===== config.mk =====
export PLATFORM = sky130hd
export DESIGN_NAME = dm_bus_arbiter
export DESIGN_NICKNAME = d
export VERILOG_FILES = /design/src/rtl/dm_bus_arbiter_pkg.sv /design/src/rtl/dm_burst_addr_gen.sv /design/src/rtl/dm_bus_arbiter.sv
export SDC_FILE = /design/constraint.sdc
export NUM_CORES = 1
export LEC_CHECK = 0
export ABC_AREA = 1
export BUFFER_PORTS_ARGS = -buffer_cell sky130_fd_sc_hd__buf_2
export CELL_PAD_IN_SITES_DETAIL_PLACEMENT = 1
export CELL_PAD_IN_SITES_GLOBAL_PLACEMENT = 1
export CORE_AREA = 2 2 131 133
export DETAILED_ROUTE_END_ITERATION = 7
export DIE_AREA = 0 0 133 135
export GPL_TIMING_DRIVEN = 0
export HOLD_SLACK_MARGIN = 0.05
export PLACE_DENSITY_LB_ADDON = 0.15
export SYNTH_ARGS = -nofsm -noshare
export SYNTH_HDL_FRONTEND = slang
export SYNTH_SLANG_ARGS = --single-unit

===== constraint.sdc =====
create_clock -name clk -period 4.72 [get_ports clk]
set_clock_uncertainty 0.2 [all_clocks]
set_input_delay 1.416 -clock clk [delete_from_list [all_inputs] [get_ports clk]]
set_output_delay 1.416 -clock clk [all_outputs]
set_load 0.05 [all_outputs]

===== src/rtl/dm_bus_arbiter_pkg.sv =====
// Shared encodings and constants for the CPU/DMA bus arbiter.
package dm_bus_arbiter_pkg;

  localparam logic ST_IDLE = 1'b0;
  localparam logic ST_DMA  = 1'b1;

  localparam logic OWN_CPU = 1'b0;
  localparam logic OWN_DMA = 1'b1;

  localparam int MAX_BURST_DEF = 16;

  localparam logic [31:0] WORD_STRIDE = 32'd4;

endpackage


===== src/rtl/dm_burst_addr_gen.sv =====
// DMA burst sequencer: latches base/length/direction at grant and walks the
// word-stride beat addresses, flagging the final beat.
module dm_burst_addr_gen
  import dm_bus_arbiter_pkg::*;
#(
  parameter int MAX_BURST = MAX_BURST_DEF,
  parameter int BLEN_W    = 4
) (
  input  logic              clk,
  input  logic              rst_n,
  input  logic              load,
  input  logic [31:0]       base,
  input  logic [BLEN_W-1:0] len,
  input  logic              we,
  input  logic              advance,
  output logic [31:0]       beat_addr,
  output logic              last_beat,
  output logic              burst_we
);

  localparam logic [BLEN_W:0] MAX_LEN = (BLEN_W + 1)'(MAX_BURST);

  logic [31:0]       base_q;
  logic [BLEN_W-1:0] len_q;
  logic              we_q;
  logic [BLEN_W-1:0] beat_cnt;
  logic [BLEN_W:0]   len_full;
  logic [BLEN_W:0]   cnt_next;

  // A zero length field stands for a full MAX_BURST burst.
  assign len_full  = (len_q == '0) ? MAX_LEN : {1'b0, len_q};
  assign cnt_next  = {1'b0, beat_cnt} + 1'b1;
  assign last_beat = (cnt_next == len_full);
  assign beat_addr = base_q + WORD_STRIDE * {{(32 - BLEN_W){1'b0}}, beat_cnt};
  assign burst_we  = we_q;

  always_ff @(posedge clk or negedge rst_n) begin
    if (!rst_n) begin
      base_q   <= '0;
      len_q    <= '0;
      we_q     <= 1'b0;
      beat_cnt <= '0;
    end else if (load) begin
      base_q   <= base;
      len_q    <= len;
      we_q     <= we;
      beat_cnt <= '0;
    end else if (advance) begin
      beat_cnt <= last_beat ? '0 : cnt_next[BLEN_W-1:0];
    end
  end

endmodule


===== src/rtl/dm_bus_arbiter.sv =====
// Round-robin arbiter sharing the bridge port between the M-stage LSU and the
// burst DMA engine. Define ARB_CPU_PREEMPT_EN to let CPU accesses interrupt bursts.
module dm_bus_arbiter
  import dm_bus_arbiter_pkg::*;
#(
  parameter int MAX_BURST = MAX_BURST_DEF,
  parameter int BLEN_W    = 4
) (
  input  logic              clk,
  input  logic              rst_n,
  input  logic              cpu_req,
  input  logic [31:0]       cpu_addr,
  input  logic [31:0]       cpu_wdata,
  input  logic [3:0]        cpu_byteen,
  output logic [31:0]       cpu_rdata,
  output logic              cpu_stall,
  input  logic              dma_req,
  input  logic [31:0]       dma_base,
  input  logic [BLEN_W-1:0] dma_burst_len,
  input  logic              dma_we,
  input  logic [31:0]       dma_wdata,
  output logic              dma_beat,
  output logic              dma_rvalid,
  output logic [31:0]       dma_rdata,
  output logic              dma_done,
  output logic [31:0]       bus_addr,
  output logic [31:0]       bus_wdata,
  output logic [3:0]        bus_byteen,
  input  logic [31:0]       bus_rdata
);

  logic        state;
  logic        last_owner;
  logic        grant_dma;
  logic        grant_cpu;
  logic        cpu_preempt;
  logic [31:0] beat_addr;
  logic        last_beat;
  logic        burst_we;

  dm_burst_addr_gen #(
    .MAX_BURST (MAX_BURST),
    .BLEN_W    (BLEN_W)
  ) u_addr_gen (
    .clk       (clk),
    .rst_n     (rst_n),
    .load      (grant_dma),
    .base      (dma_base),
    .len       (dma_burst_len),
    .we        (dma_we),
    .advance   (dma_beat),
    .beat_addr (beat_addr),
    .last_beat (last_beat),
    .burst_we  (burst_we)
  );

`ifdef ARB_CPU_PREEMPT_EN
  assign cpu_preempt = (state == ST_DMA) && cpu_req;
`else
  assign cpu_preempt = 1'b0;
`endif

  assign cpu_rdata = bus_rdata;

  // Grant decision and bus mux; CPU accesses pass straight through in one cycle.
  always_comb begin
    grant_dma  = 1'b0;
    grant_cpu  = 1'b0;
    dma_beat   = 1'b0;
    cpu_stall  = 1'b0;
    bus_addr   = cpu_addr;
    bus_wdata  = cpu_wdata;
    bus_byteen = 4'h0;
    if (state == ST_IDLE) begin
      grant_dma = dma_req && (!cpu_req || (last_owner == OWN_CPU));
      grant_cpu = cpu_req && !grant_dma;
      cpu_stall = cpu_req && grant_dma;
      if (grant_cpu) bus_byteen = cpu_byteen;
    end else if (cpu_preempt) begin
      grant_cpu  = 1'b1;
      bus_byteen = cpu_byteen;
    end else begin
      dma_beat   = 1'b1;
      cpu_stall  = cpu_req;
      bus_addr   = beat_addr;
      bus_wdata  = dma_wdata;
      bus_byteen = burst_we ? 4'hF : 4'h0;
    end
  end

  // Registered state, ownership history and DMA read return path.
  always_ff @(posedge clk or negedge rst_n) begin
    if (!rst_n) begin
      state      <= ST_IDLE;
      last_owner <= OWN_DMA;
      dma_rvalid <= 1'b0;
      dma_rdata  <= '0;
      dma_done   <= 1'b0;
    end else begin
      if (state == ST_IDLE && grant_dma) state <= ST_DMA;
      else if (dma_beat && last_beat)   state <= ST_IDLE;

      if (dma_beat && last_beat) last_owner <= OWN_DMA;
      else if (grant_cpu)        last_owner <= OWN_CPU;

      dma_rvalid <= dma_beat && !burst_we;
      if (dma_beat && !burst_we) dma_rdata <= bus_rdata;
      dma_done <= dma_beat && last_beat;
    end
  end

endmodule


==> reports/qor.yml <==
worstHoldPathType: "reg -> reg"
power_frac_comb_pct: 65.8
cts-htree-levels: 3
cts_hold_buf: 0
overflow: 0
synth-seq-area-share_pct: 38.03
hpwl_mm: 16.61
syn-num-nets: 958
finalPower_uw: 5923
power_frac_seq_pct: 21.2
path_clk_slew_ns: 0.06
final_layout_size_suffix_gt1_share_pct: 35.96
fillCellCount: 2242
finalSetupTns_ns: 0
maxSlewHeadroom_pct: 58.10
dieArea_sq_um: 17960
drc: 0
numCtsBuffers: 9
met2_usage_pct: 39.35
cp-start-kind: "flip-flop"
yosys-top-cells-area: "dfrtp_1 (38%), nand2_1 (32%), buf_4 (4.7%), nor2_1 (3.5%), o21ai_0 (3.4%)"
nNetsFinal: 1278
synth_area_sq_um: 5070
synth_area_leader_cell: "dfrtp_1"
place_congestion: 0.8534
postCtsResizedCells: 0
critPathCaptureType: "output pin"
rows: 47
busiest_layer: "met2"
yosysWarnings: 0
post_cts_buffers: 0
p_int_uw: 2363
period_share_pct: 91.01
track_usage_pct: 22.56
layout_common_cells: "nand2_1 (428), buf_2 (327), dfrtp_1 (76)"
syn_area_per_cell_sq_um: 6.508
whs_ns: 0.2669
powerDensity_nw_per_um2: 817.4
setup_slack_ns: 0.4245
grt_util_met3_pct: 6.869
cap_violations: 0
start_util_pct: 30.90
critical_path_arrival_ns: 2.68
clk-insertion-delay-late_ns: 0.35
crit_slowest_cell: "dfrtp_1"
ys_types: 33
drt_iter0_drc: 256
worst_pin_slew_ns: 0.6285
final_common_cell: "nand2_1"
critical_path.most_common_cell: "nand2_1"
p_switching_uw: 3560
crit_fanout: 6
wire_per_inst_um: 15.25
synth_cells: 779
antenna_found_initial: 5
io-pin-count: 309
slew_viol_final: 0
max_freq_mhz: 232.8
die_w_um: 133
path_class: "reg -> out"
switching_share_pct: 60.11
ys_ff_latch: 77
dr.pass1.iters: 4
io_buffers: 308
cts_tree: "done"
rsz0062_at_grt: "no"
grt_pass1_wl_mm: 31.81
area_delta_synth_final_pct: 42.94
die_h_um: 135
viasPerCell: 4.541
cts_sinks: 77
vdd_drop_max_mv: 0.3365
clkPwrFrac_pct: 13.0
synth_top_cell_area_share_pct: 37.51
finalHoldViolations: 0
path_cells: "ha_1, fa_1, nand2_1, nand2_2, nand3b_4, inv_1, nand2_1, nand2_1, a31oi_1, buf_2"
clockBufferDepth: 2
cts-root-buf: "clkbuf_16"
antenna_violating_nets_post_route: 0
slowest_delay_ns: 0.46
met1_usage_pct: 26.91
required_ns: 3.10
status: "complete, no violations"
pre_cts_slack_ns: 0.4975
finalSetupViolCount: 0
p_leak_uw: 0.004213
period_minus_slack_ns: 4.295
core_sq_um: 16410
vias: 6021
utilization_pct: 44.17
wl_mm: 20.22
grt_start_max_net_pins: 48
grt_pass1_vias: 6131
-- worst paths after layout --
| kind | startpoint | endpoint | slack, ns | cells after the start |
|---|---|---|---|---|
| max | u_addr_gen.beat_cnt[0] | bus_addr[24] | 0.42 | 10 |
| min | dma_rdata[10] | dma_rdata[10] | 0.27 | 2 |
| min in group asynchronous | rst_n | dma_rdata[16] | 0.80 | 1 |
| min reg2reg | dma_rdata[10] | dma_rdata[10] | 0.27 | 2 |
| max in group asynchronous | rst_n | last_owner | 2.87 | 2 |
| max reg2reg | u_addr_gen.beat_cnt[0] | state | 2.81 | 8 |
-- flip-flops by register name (all words and copies together) (netlist names) --
signal and cells:
u_addr_gen.beat_cnt 4, dma_done 1, u_addr_gen.base_q 32, dma_rdata 32, dma_rvalid 1, last_owner 1
u_addr_gen.len_q 4, u_addr_gen.burst_we 1, state 1
-- metal layers --
layer / share of wire, % / wire (um)
met2: 48 / 9657
met4: 1.6 / 317
met5: 0.13 / 27
met1: 41 / 8361
met3: 9.2 / 1851
-- cell families after synthesis --
kind of cell / Yosys count / share of synthesized area (%)
AO/OA/AOI/OAI: 48 / 5.109
XOR/XNOR: 15 / 2.591
adder cells (fa/ha/maj): 6 / 1.629
buffers and inverters: 101 / 10.64
flip-flops: 77 / 38.03
AND/OR/NAND/NOR: 532 / 42.00
-- power by group through the flow --
stage	clock network, uW	registers (uW)	logic, uW
finish	772	1250	3900
global route	810	1300	4220
CTS	783	1250	3950
detailed placement	0	1260	3940
global placement	0	1250	3890
floorplan	0	1720	2400
-- critical path: cells and delay by family, from the launching register on --
family	cells	cell delay, ns
compound gates	1	0.27
fa+ha+maj	2	0.69
buf+inv	2	0.42
flops	1	0.46
simple gates	5	0.48
-- final cells by class --
class	instances	area [sq um]	share of cell area, %
Sequential cell	77	1928	26.61
Antenna cell	2	5.005	0.06906
Clock inverter	6	86.33	1.191
Multi-Input combinational cell	601	2603	35.91
Clock buffer	10	239.0	3.298
Inverter	39	146.4	2.020
Buffer	62	392.9	5.421
Timing Repair Buffer	309	1572	21.69
Tap cell	220	275.3	3.798
-- Yosys cell counts (all sizes together) --
| cell type | number |
|---|---|
| a21oi | 2 |
| a31oi | 6 |
| and2 | 1 |
| and3 | 1 |
| buf | 56 |
| clkbuf | 6 |
| dfrtp | 76 |
| dfstp | 1 |
| fa | 1 |
| ha | 5 |
| inv | 39 |
| nand2 | 430 |
| nand3 | 33 |
| nand3b | 1 |
| nand4 | 6 |
| nor2 | 55 |
| nor3 | 2 |
| o21ai | 40 |
| or2 | 3 |
| xnor2 | 4 |
| xor2 | 11 |
-- stage by stage --
step / std cells / instance area [sq um]
6_report: 1326 / 7247
5_1_grt: 1325 / 7244
4_1_cts: 1324 / 7242
3_5_place_dp: 1308 / 6917
3_3_place_gp: 1307 / 6887
2_1_floorplan: 779 / 5070
Note: power is estimated with default switching activity, not from simulation.
